<file path="config.mk">
export PLATFORM = sky130hd
export DESIGN_NAME = soc_uart_tx
export DESIGN_NICKNAME = d
export VERILOG_FILES = /design/src/rtl/soc_uart_tx.sv
export SDC_FILE = /design/constraint.sdc
export NUM_CORES = 1
export LEC_CHECK = 0
export ABC_AREA = 1
export BUFFER_PORTS_ARGS = -buffer_cell sky130_fd_sc_hd__buf_4
export CAP_MARGIN = 20
export CORE_UTILIZATION = 61
export CTS_CLUSTER_SIZE = 25
export DETAILED_ROUTE_END_ITERATION = 16
export PLACE_DENSITY = 0.79
export SLEW_MARGIN = 0
export SYNTH_ARGS = -nofsm -noshare
export SYNTH_HDL_FRONTEND = slang
export SYNTH_SLANG_ARGS = --single-unit
</file>
<file path="constraint.sdc">
create_clock -name i_clock -period 4.6 [get_ports i_clock]
set_input_delay 0.23 -clock i_clock [delete_from_list [all_inputs] [get_ports i_clock]]
set_output_delay 0.23 -clock i_clock [all_outputs]
set_load 0.01 [all_outputs]
</file>
<file path="src/rtl/soc_uart_tx.sv">
// Bus-attached 8N1 UART transmitter: CPU-written TX FIFO drained by a baud-rate serialiser.
// Define UART_TX_IRQ_EN to implement the CTRL register and the TX-done level interrupt.
module soc_uart_tx #(
  parameter int FREQUENCY  = 25000000,
  parameter int BAUDRATE   = 115200,
  parameter int FIFO_DEPTH = 16
) (
  input  logic        i_clock,
  input  logic        i_reset,
  input  logic        i_request,
  input  logic        i_rw,
  input  logic [31:0] i_address,
  input  logic [31:0] i_wdata,
  output logic [31:0] o_rdata,
  output logic        o_ready,
  output logic        o_tx,
  output logic        o_interrupt
);

  localparam int DIV = FREQUENCY / BAUDRATE;
  localparam int CW  = (DIV > 1) ? $clog2(DIV) : 1;
  localparam int PW  = $clog2(FIFO_DEPTH);
  localparam logic [CW-1:0] CNT_LAST = CW'(DIV - 1);

  typedef enum logic [1:0] {IDLE, START, DATA, STOP} txState_t;

  txState_t        state_q, state_d;
  logic [CW-1:0]   baud_q, baud_d;
  logic [2:0]      bitIdx_q, bitIdx_d;
  logic [7:0]      shift_q, shift_d;
  logic            tx_q, tx_d;

  logic [7:0]      mem [FIFO_DEPTH];
  logic [PW-1:0]   wPtr_q, rPtr_q;
  logic [PW:0]     count_q;

  logic            pend_q, pendRw_q;
  logic [1:0]      pendAddr_q;
  logic [7:0]      pendData_q;
  logic            ready_q;
  logic [31:0]     rdata_q, rdata_d;

  logic            fifoEmpty, fifoFull, baudEnd, pop, push;
  logic            accept, isDataWr, complete, busy;
  logic [31:0]     readValue, ctrlRead;

  wire unusedBits = &{1'b0, i_address[31:4], i_address[1:0], i_wdata[31:8]};

  assign fifoEmpty = (count_q == '0);
  assign fifoFull  = (count_q == (PW+1)'(FIFO_DEPTH));
  assign baudEnd   = (baud_q == CNT_LAST);
  assign busy      = (state_q != IDLE);

  always_comb begin
    state_d  = state_q;
    baud_d   = baud_q;
    bitIdx_d = bitIdx_q;
    shift_d  = shift_q;
    pop      = 1'b0;
    case (state_q)
      IDLE: begin
        baud_d = '0;
        if (!fifoEmpty) begin
          pop     = 1'b1;
          shift_d = mem[rPtr_q];
          state_d = START;
        end
      end
      START: begin
        if (baudEnd) begin
          baud_d   = '0;
          bitIdx_d = '0;
          state_d  = DATA;
        end else begin
          baud_d = baud_q + CW'(1);
        end
      end
      DATA: begin
        if (baudEnd) begin
          baud_d = '0;
          if (bitIdx_q == 3'd7) begin
            state_d = STOP;
          end else begin
            bitIdx_d = bitIdx_q + 3'd1;
            shift_d  = shift_q >> 1;
          end
        end else begin
          baud_d = baud_q + CW'(1);
        end
      end
      STOP: begin
        // Chain straight into the next start bit so queued frames have no idle gap
        if (baudEnd) begin
          baud_d = '0;
          if (!fifoEmpty) begin
            pop     = 1'b1;
            shift_d = mem[rPtr_q];
            state_d = START;
          end else begin
            state_d = IDLE;
          end
        end else begin
          baud_d = baud_q + CW'(1);
        end
      end
      default: state_d = IDLE;
    endcase
    case (state_d)
      START:   tx_d = 1'b0;
      DATA:    tx_d = shift_d[0];
      default: tx_d = 1'b1;
    endcase
  end

  assign accept   = i_request & ~ready_q & ~pend_q;
  assign isDataWr = pend_q & pendRw_q & (pendAddr_q == 2'd0);
  // A full FIFO may still accept a push on the edge the serialiser pops
  assign push     = isDataWr & (~fifoFull | pop);
  assign complete = pend_q & (~isDataWr | push);

  always_comb begin
    case (pendAddr_q)
      2'd1:    readValue = {29'b0, busy, fifoEmpty, fifoFull};
      2'd2:    readValue = ctrlRead;
      default: readValue = '0;
    endcase
    rdata_d = (complete && !pendRw_q) ? readValue : '0;
  end

  always_ff @(posedge i_clock) begin
    if (push) mem[wPtr_q] <= pendData_q;
  end

  always_ff @(posedge i_clock) begin
    if (i_reset) begin
      state_q    <= IDLE;
      baud_q     <= '0;
      bitIdx_q   <= '0;
      shift_q    <= '0;
      tx_q       <= 1'b1;
      wPtr_q     <= '0;
      rPtr_q     <= '0;
      count_q    <= '0;
      pend_q     <= 1'b0;
      pendRw_q   <= 1'b0;
      pendAddr_q <= '0;
      pendData_q <= '0;
      ready_q    <= 1'b0;
      rdata_q    <= '0;
    end else begin
      state_q  <= state_d;
      baud_q   <= baud_d;
      bitIdx_q <= bitIdx_d;
      shift_q  <= shift_d;
      tx_q     <= tx_d;
      if (push) wPtr_q <= wPtr_q + PW'(1);
      if (pop)  rPtr_q <= rPtr_q + PW'(1);
      case ({push, pop})
        2'b10:   count_q <= count_q + (PW+1)'(1);
        2'b01:   count_q <= count_q - (PW+1)'(1);
        default: count_q <= count_q;
      endcase
      if (accept) begin
        pend_q     <= 1'b1;
        pendRw_q   <= i_rw;
        pendAddr_q <= i_address[3:2];
        pendData_q <= i_wdata[7:0];
      end else if (complete) begin
        pend_q <= 1'b0;
      end
      ready_q <= complete;
      rdata_q <= rdata_d;
    end
  end

`ifdef UART_TX_IRQ_EN
  logic ctrl_q, irq_q;

  always_ff @(posedge i_clock) begin
    if (i_reset) begin
      ctrl_q <= 1'b0;
      irq_q  <= 1'b0;
    end else begin
      if (complete && pendRw_q && pendAddr_q == 2'd2) ctrl_q <= pendData_q[0];
      irq_q <= ctrl_q & fifoEmpty & (state_q == IDLE);
    end
  end

  assign ctrlRead    = {31'b0, ctrl_q};
  assign o_interrupt = irq_q;
`else
  assign ctrlRead    = '0;
  assign o_interrupt = 1'b0;
`endif

  assign o_rdata = rdata_q;
  assign o_ready = ready_q;
  assign o_tx    = tx_q;

endmodule

</file>
==> Word level (Yosys, flattened, before mapping) <==
Memories as Yosys holds them, arrays and structs flattened. A register that Yosys moved wholly into a read port is not among the register bits.
Index checks and enable logic that the tools add are counted.
{ "word_totals": {"ram_bits": 128, "word_cells": 96, "input_bits": 68, "output_inout_bits": 35, "memories": 1, "reg_bits": 80} }
{ "op_classes": {"n_bitwise": 14, "add_sub_neg": 6, "n_eq_ne": 15, "n_reduce_logical": 15, "muxes": 29} }
{ "memory_table": {"columns": ["name", "depth", "word_bits", "read_ports", "rd_ports_with_merged_regs", "write_ports", "line", "rtl"], "rows": [
  ["mem", 16, 8, 1, 1, 1, "33", "logic [7:0] mem [FIFO_DEPTH];"]
]} }
{ "op_table": {"columns": ["operator", "count"], "rows": [
  ["$mux 8", 5],
  ["$pmux 8 s3", 1],
  ["$pmux 8 s2", 1],
  ["$mux 2", 5],
  ["$pmux 5 s2", 1],
  ["$mux 3", 3],
  ["$add 4x1->4 const B", 2],
  ["$add 8x1->8 const B", 1],
  ["$eq 2x1->1 const B", 4],
  ["$eq 2x2->1 const B", 4],
  ["$eq 8x8->1 const B", 1],
  ["$mux 4", 2],
  ["$ne 2x2->1 const B", 4],
  ["$pmux 2 s4", 1],
  ["$reduce_and 4->1", 2],
  ["$reduce_bool 2->1", 4],
  ["$mux 1", 7],
  ["$and 1x1->1", 6],
  ["$not 1->1", 6],
  ["$pmux 3 s2", 1],
  ["$reduce_or 3->1", 2],
  ["$add 5x1->5 const B", 1],
  ["$eq 5x5->1 const B", 1],
  ["$logic_not 5->1", 1],
  ["other kinds (10)", 13]
]} }

==> Depth between registers and ports, before layout <==
Gate-level depths: netlist of run 1.
{ "logic_depth": {"word_depth": 11, "depth_mapped": 18, "depth_no_buf": 18} }

==> Least setup slack after synthesis of run 1 <==
Ideal clock, no wire load.
{ "synth_path": {"path_type": "register to register", "from": "reg baud_q[0]", "to": "reg count_q[4]", "setup_slack_ns": 2.325, "path_stages_with_launch": 18, "setup_time_ns": 0.115, "period_less_slack_ns": 2.275, "t_arrival_ns": 2.160, "t_required_ns": 4.485, "n_path_buf": 0, "cell_sequence": "dfxtp_1 -> inv_1 -> ha_1 -> nand2_1 -> nor2_4 -> nand3_2 -> nand2_2 -> nand3_4 -> clkinv_2 -> nand2_4 -> inv_1 -> fa_1 -> a21oi_1 -> o21bai_1 -> nand3_1 -> nand2_1 -> a21oi_1 -> nor2_1"} }
{ "synth_via": {"elab_chain_cells": 7, "elab_cells_between_ends": 9, "classes_between": "eq/ne: 3; mux: 3; bitwise: 2; reduce/logical: 1"} }
{ "synth_lines": {"columns": ["item", "line", "rtl"], "rows": [
  ["from (decl)", "28", "logic [CW-1:0] baud_q, baud_d;"],
  ["from (signal assigned)", "152", "baud_q <= baud_d;"],
  ["$eq 8x8->1 *", "51", "assign baudEnd = (baud_q == CNT_LAST);"],
  ["$mux 1 *", "93", "if (baudEnd) begin"],
  ["$pmux 1 s2 *", "60", "case (state_q)"],
  ["$or 1x1->1", "118", "assign push = isDataWr & (~fifoFull | pop);"],
  ["$and 1x1->1", "118", null],
  ["$eq 2x1->1 / $eq 2x2->1 (equally long branches)", "158", "case ({push, pop})"],
  ["$pmux 5 s2 / $reduce_bool 2->1 (equally long branches)", null, null],
  ["to (signal assigned)", "159", "2'b10: count_q <= count_q + (PW+1)'(1);"],
  ["to (signal assigned)", "160", "2'b01: count_q <= count_q - (PW+1)'(1);"],
  ["to (signal assigned)", "161", "default: count_q <= count_q;"],
  ["to (decl)", "35", "logic [PW:0] count_q;"]
]} }
Every way passes the cells marked *; elsewhere a longest branch is shown, timed or not.
A chain may end at the register's enable or synchronous reset.

==> Worst setup path after layout of run 1 <==
{ "layout_path": {"from": "reg baud_q[0]", "to": "mem mem[5][5], enable pin"} }
{ "layout_via": {"elab_chain_cells": 7} }
{ "layout_lines": {"columns": ["item", "line", "rtl"], "rows": [
  ["$eq 8x8->1", "51", null],
  ["$mux 1", "93", null],
  ["$pmux 1 s2", "60", null],
  ["$or 1x1->1", "118", null],
  ["$and 1x1->1", "118", null],
  ["$mux 1", "131", "if (push) mem[wPtr_q] <= pendData_q;"],
  ["$mux 1 (implied by the code)", "131", null],
  ["to (decl)", "33", null]
]} }
Every way passes these cells.

==> flow_summary.ini, run 1 <==
[status]
status = completed

[min_path]
hp-class = primary input to register

[clocking]
clk-insertion-delay-late_ns = 0.42
htreeDepth = 4
cts-root-buf = clkbuf_16
clkTransAtPathRegs_ns = 0.07
postCtsHoldBufs = 0
cts.sinks = 183
numCtsBuffers = 17
cts_tree = done
cts_resized = 0
clock_path_buffers = 2
postCtsSetupBuffers = 0

[die]
pin_count = 103
coreArea_mm2 = 0.01288
fp-row-count = 41
dieArea_mm2 = 0.01391
die_width_um = 118.0
fp.dieH_um = 118.0
start_util_pct = 63.70

[detailed_routing]
drc = 0
drt_wl_total_mm = 16.47
dr.first_iter.drc_count = 467
routed-via-count = 5717
drtAntennaViolNets = 0
viasPerCell = 5.583
wl_per_cell_um = 16.09
drt_pass1_iterations = 5

[logic_synthesis]
synth.distinct_cells = 38
yosysMostFrequentCell = edfxtp_1
synthFlopType = edfxtp_1
yosysSeqAreaShare_pct = 60.29
yosysTopAreaCellShare_pct = 46.86
synth_cells = 832
ys_top_cells_by_count = edfxtp_1, nor2_1, nand2_1
ys_top_cells_by_area = edfxtp_1, dfxtp_1, nor2_1, nand2_1, nand3_1
yosys.area.top_type = edfxtp_1
ys_warn_count = 0
ys_ff_latch = 183
synth-async-reset-ratio_pct = 0
syn_area_mm2 = 0.008202
syn_area_per_cell_um2 = 9.858
synth_edf_count = 128

[place]
dpl_cell_area_mm2 = 0.008290
dp_hpwl_mm = 10.39
port_buffers = 18
gp_congestion = 0.8904
place_ws_ns = 1.968

[grt]
antenna_found_initial = 0
grt_overflow_total = 0
grt_pass1_wl_mm = 26.30
grt_max_degree = 76
grt_use_total_pct = 24.55
grt_pass1_vias = 5400

[worst_setup_path]
critPathRequiredTime_ns = 4.64
critPathCaptureType = register
crit_slowest_cell = nor2_1
reg2reg_slack_ns = 1.97
cp_max_fo = 9
critPathArrivalTime_ns = 2.67
criticalPathCategory = register to register
path_buf_inv = 2
cp_cell_sequence = inv_1 -> ha_1 -> nand2_1 -> nor2_4 -> nand3_2 -> nand2_2 -> nand3_4 -> nand2_4 -> nand2_4 -> clkinv_4 -> nand2_2 -> nor2_1
start_kind = register
path_delay_family = simple AND/OR/NAND/NOR gates
slowest_delay_ns = 0.64

[final_layout]
syn2layout_area_growth_pct = 7.780
nets = 926
drive_gt1_share_pct = 9.038
antenna_cells = 0
final_area_mm2 = 0.008840

[timing]
rsz0062_at_grt = false
fin_crit_ns = 2.625
slew_headroom_pct = 40.38
timing.final.crit_share_pct = 57.08
finalSetupViolCount = 0
fin_skew_ns = 0.01034
slew_viol_final = 0
timing.setup.tns_ns = 0
hold_violations = 0
worst_pin_slew_ns = 0.8930
max_freq_mhz = 380.9
fin_ws_ns = 1.975

[flow_run]
maxCapViolCount = 0

[pwr]
power.density_mw_per_mm2 = 495.1
peakVddDrop_v = 0.0003302
power_leakage_nw = 3.368
power_mw = 4.376
==> final cells by class <==
class | count | area [µm²]
tap | 172 | 215.2
fill | 928 | 4036
clock inverter | 12 | 91.34
clock buffer | 20 | 457.9
inverter | 87 | 332.8
multi-input combinational | 530 | 2646
sequential | 183 | 4946
timing repair buffer | 20 | 150.1
==> cell families (layout without fill, tap and decap cells) <==
group	count (synthesis)	count (layout)	share of synthesized area, %
compound gates	132	132	8.894
xor+xnor	3	3	0.3204
fa+ha+maj	19	19	2.990
buf+inv	148	139	8.772
flops	183	183	60.29
other cells	1	30	0.04572
simple gates	346	346	18.69
==> path summary, 6_finish.rpt <==
check / start / end / depth (start not counted)
max: baud_q[0] / mem[5][5] / 12
min: i_wdata[1] / pendData_q[1] / 3
max reg2reg: baud_q[0] / mem[5][5] / 12
min reg2reg: baud_q[0] / baud_q[0] / 1
==> placed cells by master (no fill, tap or decap), types with 5 or more instances in the layout <==
cell type,Yosys,final
o211ai_1,15,15
nand3_1,75,75
edfxtp_1,128,128
nand2_2,5,5
o21ai_0,59,59
nor2_1,124,124
o21ai_1,7,7
conb_1,1,30
ha_1,18,18
clkbuf_16,0,18
inv_1,81,81
nand2_1,120,120
buf_4,35,20
dfxtp_1,55,54
a21oi_1,39,39
==> power by group <==
part | switching (mW) | internal (mW) | total (mW) | leakage (nW)
registers | 0.0924 | 1.85 | 1.94 | 1.62
clock network | 0.612 | 0.731 | 1.34 | 0.270
logic | 0.749 | 0.340 | 1.09 | 1.48
total | 1.45 | 2.92 | 4.38 | 3.37
==> worst register-to-register path, stage by stage (launching register included) <==
cell and delay [ns]:
dfxtp_1 0.33, inv_1 0.08, ha_1 0.17, nand2_1 0.09, nor2_4 0.13, nand3_2 0.13
nand2_2 0.13, nand3_4 0.15, nand2_4 0.11, nand2_4 0.08, clkinv_4 0.12, nand2_2 0.09
nor2_1 0.65
==> flip-flops by register name (all words and copies together) (netlist names), named ones only <==
| signal | cells |
|---|---|
| baud_q | 8 |
| rPtr_q | 4 |
| o_tx | 1 |
| o_rdata | 3 |
| pendRw_q | 1 |
| o_ready | 1 |
| bitIdx_q | 3 |
| count_q | 5 |
| state_q | 2 |
| shift_q | 8 |
| wPtr_q | 4 |
| pendData_q | 8 |
| pend_q | 1 |
| mem | 128 |
| pendAddr_q | 2 |
==> per-layer routing <==
| layer | global-route usage (%) | vias to the layer above | routed length [µm] |
|---|---|---|---|
| li1 | - | 2745 | - |
| met5 | 0 | - | 0 |
| met1 | 30.32 | 2693 | 6791 |
| met2 | 42.54 | 248 | 8207 |
| met3 | 4.797 | 31 | 1090 |
| met4 | 9.295 | 0 | 384 |
==> through the flow <==
stage	util (%)	hold slack (ns)	cells
floorplan	-	0.4173	861
global placement	64.39	0.4278	992
detailed placement	64.39	0.4530	992
CTS	68.65	0.08206	1024
global route	68.65	0.1013	1024
finish	68.65	0.08322	1024
Power figures use the tool's default switching activity.
==> run 2, diff against run 1 <==
--- a/config.mk
+++ b/config.mk
@@ -8,10 +8,10 @@
 export ABC_AREA = 1
 export BUFFER_PORTS_ARGS = -buffer_cell sky130_fd_sc_hd__buf_4
 export CAP_MARGIN = 20
-export CORE_UTILIZATION = 61
+export CORE_UTILIZATION = 52
 export CTS_CLUSTER_SIZE = 25
 export DETAILED_ROUTE_END_ITERATION = 16
-export PLACE_DENSITY = 0.79
+export PLACE_DENSITY = 0.72
 export SLEW_MARGIN = 0
 export SYNTH_ARGS = -nofsm -noshare
 export SYNTH_HDL_FRONTEND = slang
==> constraint.sdc (replaced) <==
create_clock -name i_clock -period 2.17 [get_ports i_clock]
set_input_delay 0.1085 -clock i_clock [delete_from_list [all_inputs] [get_ports i_clock]]
set_output_delay 0.1085 -clock i_clock [all_outputs]
set_load 0.01 [all_outputs]
==> run 2 against run 1 <==
  * Via count is 0.17% lower
  * Highest routed layer unchanged
  * Final area rose by 6.8%
  * Critical endpoint is now count_q[4]
  * Critical path type unchanged
  * Fmax increased by 22%
  * Sequential share of layout area shrank 3.5 points
  * Global-route usage shrank 2.1 points
  * Largest power group unchanged
==> flow_summary.ini, run 2 (same netlist as run 1, synthesis figures left out) <==
[clocking]
postCtsSetupBuffers = 0
cts.sinks = 183
cts-root-buf = clkbuf_16
htreeDepth = 4
numCtsBuffers = 17
clkTransAtPathRegs_ns = 0.06
clock_path_buffers = 2
cts_tree = done
clk-insertion-delay-late_ns = 0.43

[final_layout]
fin_util_pct = 61.65
syn2layout_area_growth_pct = 15.12
multi_input_area_mm2 = 0.002698
nets = 980
fillers = 1239
antenna_cells = 0
ff_latch_area_mm2 = 0.004949
largest_reg_flops = 128
final_cell_mix = edfxtp_1, nor2_1, nand2_1
final_common_cell = edfxtp_1
regMostFlops = mem
drive_gt1_share_pct = 14.35

[detailed_routing]
routed-via-count = 5707
drt_wl_total_mm = 16.98
wl_per_cell_um = 15.21
drt_pass1_iterations = 6
drtAntennaViolNets = 0
viasPerCell = 5.109
dr.first_iter.drc_count = 401
drc = 0

[flow_run]
maxCapViolCount = 0

[pwr]
power.density_mw_per_mm2 = 1017
peakVddDrop_v = 0.0008749
power_leakage_nw = 3.645

[grt]
grt_pass1_wl_mm = 27.41
grt_pass1_vias = 5409
grt_overflow_total = 0
antenna_found_initial = 0
grt_max_degree = 39
grt_use_total_pct = 22.41

[timing]
max_freq_mhz = 465.6
worst_pin_slew_ns = 0.7878
hold_violations = 0
slew_headroom_pct = 47.41
timing.final.crit_share_pct = 98.99
fin_skew_ns = 0.007250
slew_viol_final = 0
fin_crit_ns = 2.148
whs_ns = 0.4594
finalSetupViolCount = 0
timing.setup.tns_ns = 0
rsz0062_at_grt = true

[place]
gp_congestion = 0.8693
dp_hpwl_mm = 10.79
port_buffers = 18

[worst_setup_path]
criticalPathCategory = register to register
r2r_start = state_q[1]
critPathArrivalTime_ns = 2.47
startpoint = state_q[1]
cp_cell_sequence = inv_1 -> ha_1 -> inv_1 -> nand2_4 -> nand3_4 -> clkinv_4 -> nand2_4 -> inv_4 -> fa_2 -> a21oi_2 -> o21bai_1 -> nand3_1 -> nand2_1 -> a21oi_1 -> nor2_1
start_kind = register
crit_slowest_cell = dfxtp_1
critPathCaptureType = register
cp_max_fo = 4
critPathRequiredTime_ns = 2.49
slowest_delay_ns = 0.38

[die]
coreArea_mm2 = 0.01531
die_width_um = 127.6
dieArea_mm2 = 0.01628
start_util_pct = 53.55
pin_count = 103
fp-row-count = 45
fp.dieH_um = 127.6

[min_path]
hp-class = register to register
hp-start = bitIdx_q[1]

[status]
status = completed
run 2: cell count changes in the layout (fill, tap and decap cells not counted), moves of 3 or more:
cell / previous run / this run
buf_4: 20 / 52
buf_6: 0 / 8
clkbuf_1: 2 / 5
clkbuf_8: 0 / 3
dlygate4sd3_1: 0 / 12
nor2_1: 124 / 120
nor2_2: 3 / 7
run 2: area by class of cell:
class / count / area share (%)
Multi-Input combinational cell: 530 / 28.57
Clock inverter: 6 / 0.4373
Timing Repair Buffer: 74 / 6.785
Inverter: 87 / 3.591
Clock buffer: 26 / 5.407
Tap cell: 211 / 2.796
Sequential cell: 183 / 52.41
run 2: metal layers:
metal  vias to the layer above  routed length (µm)  GRT usage [%]
met2                       158                8123          35.45
met3                        23                 873          5.402
met5                         -                   0              0
met1                      2672                7655          30.38
li1                       2854                   -              -
met4                         0                 331          7.751
run 2: per-stage QoR:
step	total power, mW	area [µm²]	instances	setup slack (ns)
6_report	9.604	9442	1117	0.02202
5_1_grt	10.17	9442	1117	-0.1095
4_1_cts	9.618	9380	1117	0.008131
3_5_place_dp	6.766	8708	1073	0.02132
3_3_place_gp	6.722	8708	1073	0.04433
2_1_floorplan	6.021	8339	861	0.005392
run 2: path summary, 6_finish.rpt:
kind | slack [ns] | end | cells after the start
setup / recovery | 0.02 | count_q[4] | 15
hold / removal | 0.46 | bitIdx_q[1] | 2
setup reg to reg | 0.02 | count_q[4] | 15
hold reg to reg | 0.46 | bitIdx_q[1] | 2
run 2: power by group:
part	internal, mW	leakage [nW]	switching, mW
logic	0.978	1.76	1.65
registers	3.93	1.62	0.197
clock network	1.63	0.262	1.22
run 2: worst max-delay path, delay by kind of cell (launching register included):
kind | cells | cell delay (ns)
adders and majority gates | 2 | 0.56
and+or+nand+nor | 6 | 0.44
DFF | 1 | 0.38
AOI/OAI and AO/OA | 3 | 0.35
buffers and inverters | 4 | 0.33
run 2: repair_timing:
item | 4_1_cts | 5_1_grt
hold endpoints to repair | 12 | 0
hold buffers | 12 | 0
resized for setup | 0 | 17
setup endpoints to repair | 0 | 130
==> run 3, diff against run 2 <==
--- a/config.mk
+++ b/config.mk
@@ -11,7 +11,8 @@
 export CORE_UTILIZATION = 52
 export CTS_CLUSTER_SIZE = 25
 export DETAILED_ROUTE_END_ITERATION = 16
-export PLACE_DENSITY = 0.72
+export HOLD_SLACK_MARGIN = 0.12
+export PLACE_DENSITY = 0.77
 export SLEW_MARGIN = 0
 export SYNTH_ARGS = -nofsm -noshare
 export SYNTH_HDL_FRONTEND = slang
==> run 3 against run 2 <==
  * Highest routed layer unchanged
  * Worst hold slack lost 0.0064 ns
  * Non-clock buffer count is 3 higher
  * Critical path type unchanged
  * Sequential cell count did not move
  * Routed wire length fell by 0.35%
==> flow_summary.ini, run 3 (same netlist as run 1, synthesis figures left out) <==
[die]
fp.dieH_um = 127.6
dieArea_mm2 = 0.01628
coreArea_mm2 = 0.01531
die_width_um = 127.6
pin_count = 103
start_util_pct = 53.55
fp-row-count = 45

[final_layout]
ff_latch_area_mm2 = 0.004952
antenna_cells = 0
fillers = 1178
drive_gt1_share_pct = 16.94
final_cell_mix = edfxtp_1, nand2_1, nor2_1
largest_reg_flops = 128
syn2layout_area_growth_pct = 17.21
regMostFlops = mem
multi_input_area_mm2 = 0.002783
final_area_mm2 = 0.009613
fin_util_pct = 62.77
nets = 983
instances_no_fill = 1120
final_common_cell = edfxtp_1

[clocking]
clk-insertion-delay-late_ns = 0.43
htreeDepth = 4
numCtsBuffers = 17
clkTransAtPathRegs_ns = 0.07
cts-root-buf = clkbuf_16
cts.sinks = 183
clock_path_buffers = 2
cts_tree = done

[detailed_routing]
viasPerCell = 5.255
drtAntennaViolNets = 0
drt_wl_total_mm = 16.93
drc = 0
drt_pass1_iterations = 5
routed-via-count = 5886
wl_per_cell_um = 15.11
dr.first_iter.drc_count = 529

[timing]
slew_viol_final = 0
timing.final.crit_share_pct = 99.33
slew_headroom_pct = 47.25
rsz0062_at_grt = true
fin_skew_ns = 0.01221
finalSetupViolCount = 0
max_freq_mhz = 463.9
fin_crit_ns = 2.156
worst_pin_slew_ns = 0.7902
hold_violations = 0
fin_ws_ns = 0.01446

[place]
dpl_cell_area_mm2 = 0.008693
port_buffers = 18
dp_hpwl_mm = 10.54
place_ws_ns = 0.009851
placed_cells = 1071
gp_congestion = 0.8162

[worst_setup_path]
cp_max_fo = 4
critPathCaptureType = register
critPathRequiredTime_ns = 2.49
crit_slowest_cell = fa_2
start_kind = register
slowest_delay_ns = 0.37
criticalPathCategory = register to register
critPathArrivalTime_ns = 2.48
cp_cell_sequence = inv_2 -> ha_4 -> nand2_4 -> nor2_4 -> nand3_2 -> nand2_2 -> nand3_4 -> clkinv_4 -> nand2_4 -> inv_6 -> fa_2 -> a21oi_2 -> o21bai_1 -> nand3_1 -> nand2_2 -> a21oi_2 -> nor2_1

[grt]
grt_pass1_vias = 5319
grt_use_total_pct = 21.68
grt_max_degree = 56
grt_pass1_wl_mm = 26.54
antenna_found_initial = 0
grt_overflow_total = 0

[min_path]
hp-class = primary input to register

[pwr]
peakVddDrop_v = 0.0007053
power.density_mw_per_mm2 = 1021
power_mw = 9.813
power_leakage_nw = 3.715

[status]
status = completed

[flow_run]
maxCapViolCount = 0
run 3: metal layers:
layer	global-route usage, %	part of all wire, %	up-vias	wire length, µm
li1	-	-	2862	-
met1	28.08	43	2751	7232
met2	36.00	49	251	8267
met3	3.434	6.3	22	1073
met4	10.03	2.1	0	351
met5	0	0	-	0
run 3: critical path: cells and delay by family, from the launching register on:
family	cells	cell delay, ns
fa+ha+maj	2	0.52
simple gates	9	0.67
buf+inv	3	0.16
flops	1	0.33
compound gates	3	0.37
run 3: where the power goes:
part,internal (mW),leakage (nW),switching [mW]
clock network,1.70,0.276,1.29
logic,1.01,1.82,1.68
registers,3.93,1.62,0.194
run 3: area by class of cell:
| type | instances | share of cell area [%] |
|---|---|---|
| Sequential cell | 183 | 51.52 |
| Multi-Input combinational cell | 530 | 28.95 |
| Timing Repair Buffer | 77 | 7.133 |
| Clock buffer | 18 | 4.464 |
| Inverter | 87 | 3.631 |
| Tap cell | 211 | 2.746 |
| Clock inverter | 14 | 1.562 |
run 3: repair_timing:
action	CTS	global route
resized for setup	6	48
pin swaps	9	12
buffers inserted	3	2
endpoints found under the setup margin	7	130
hold buffers	12	0
hold endpoints to repair	29	0
run 3: through the flow:
stage	setup TNS, ns	hold slack (ns)
2_1_floorplan	0	0.3000
3_3_place_gp	0	0.3852
3_5_place_dp	0	0.3936
4_1_cts	-0.003574	0.4514
5_1_grt	-2.838	0.4763
6_report	0	0.4530
run 3: path summary, 6_finish.rpt:
path	from	endpoint	slack, ns	cells past startpoint
max reg2reg	baud_q[1]	count_q[4]	0.01	17
min	i_request	pendRw_q	0.45	3
max	baud_q[1]	count_q[4]	0.01	17
min reg2reg	bitIdx_q[2]	bitIdx_q[2]	0.46	2
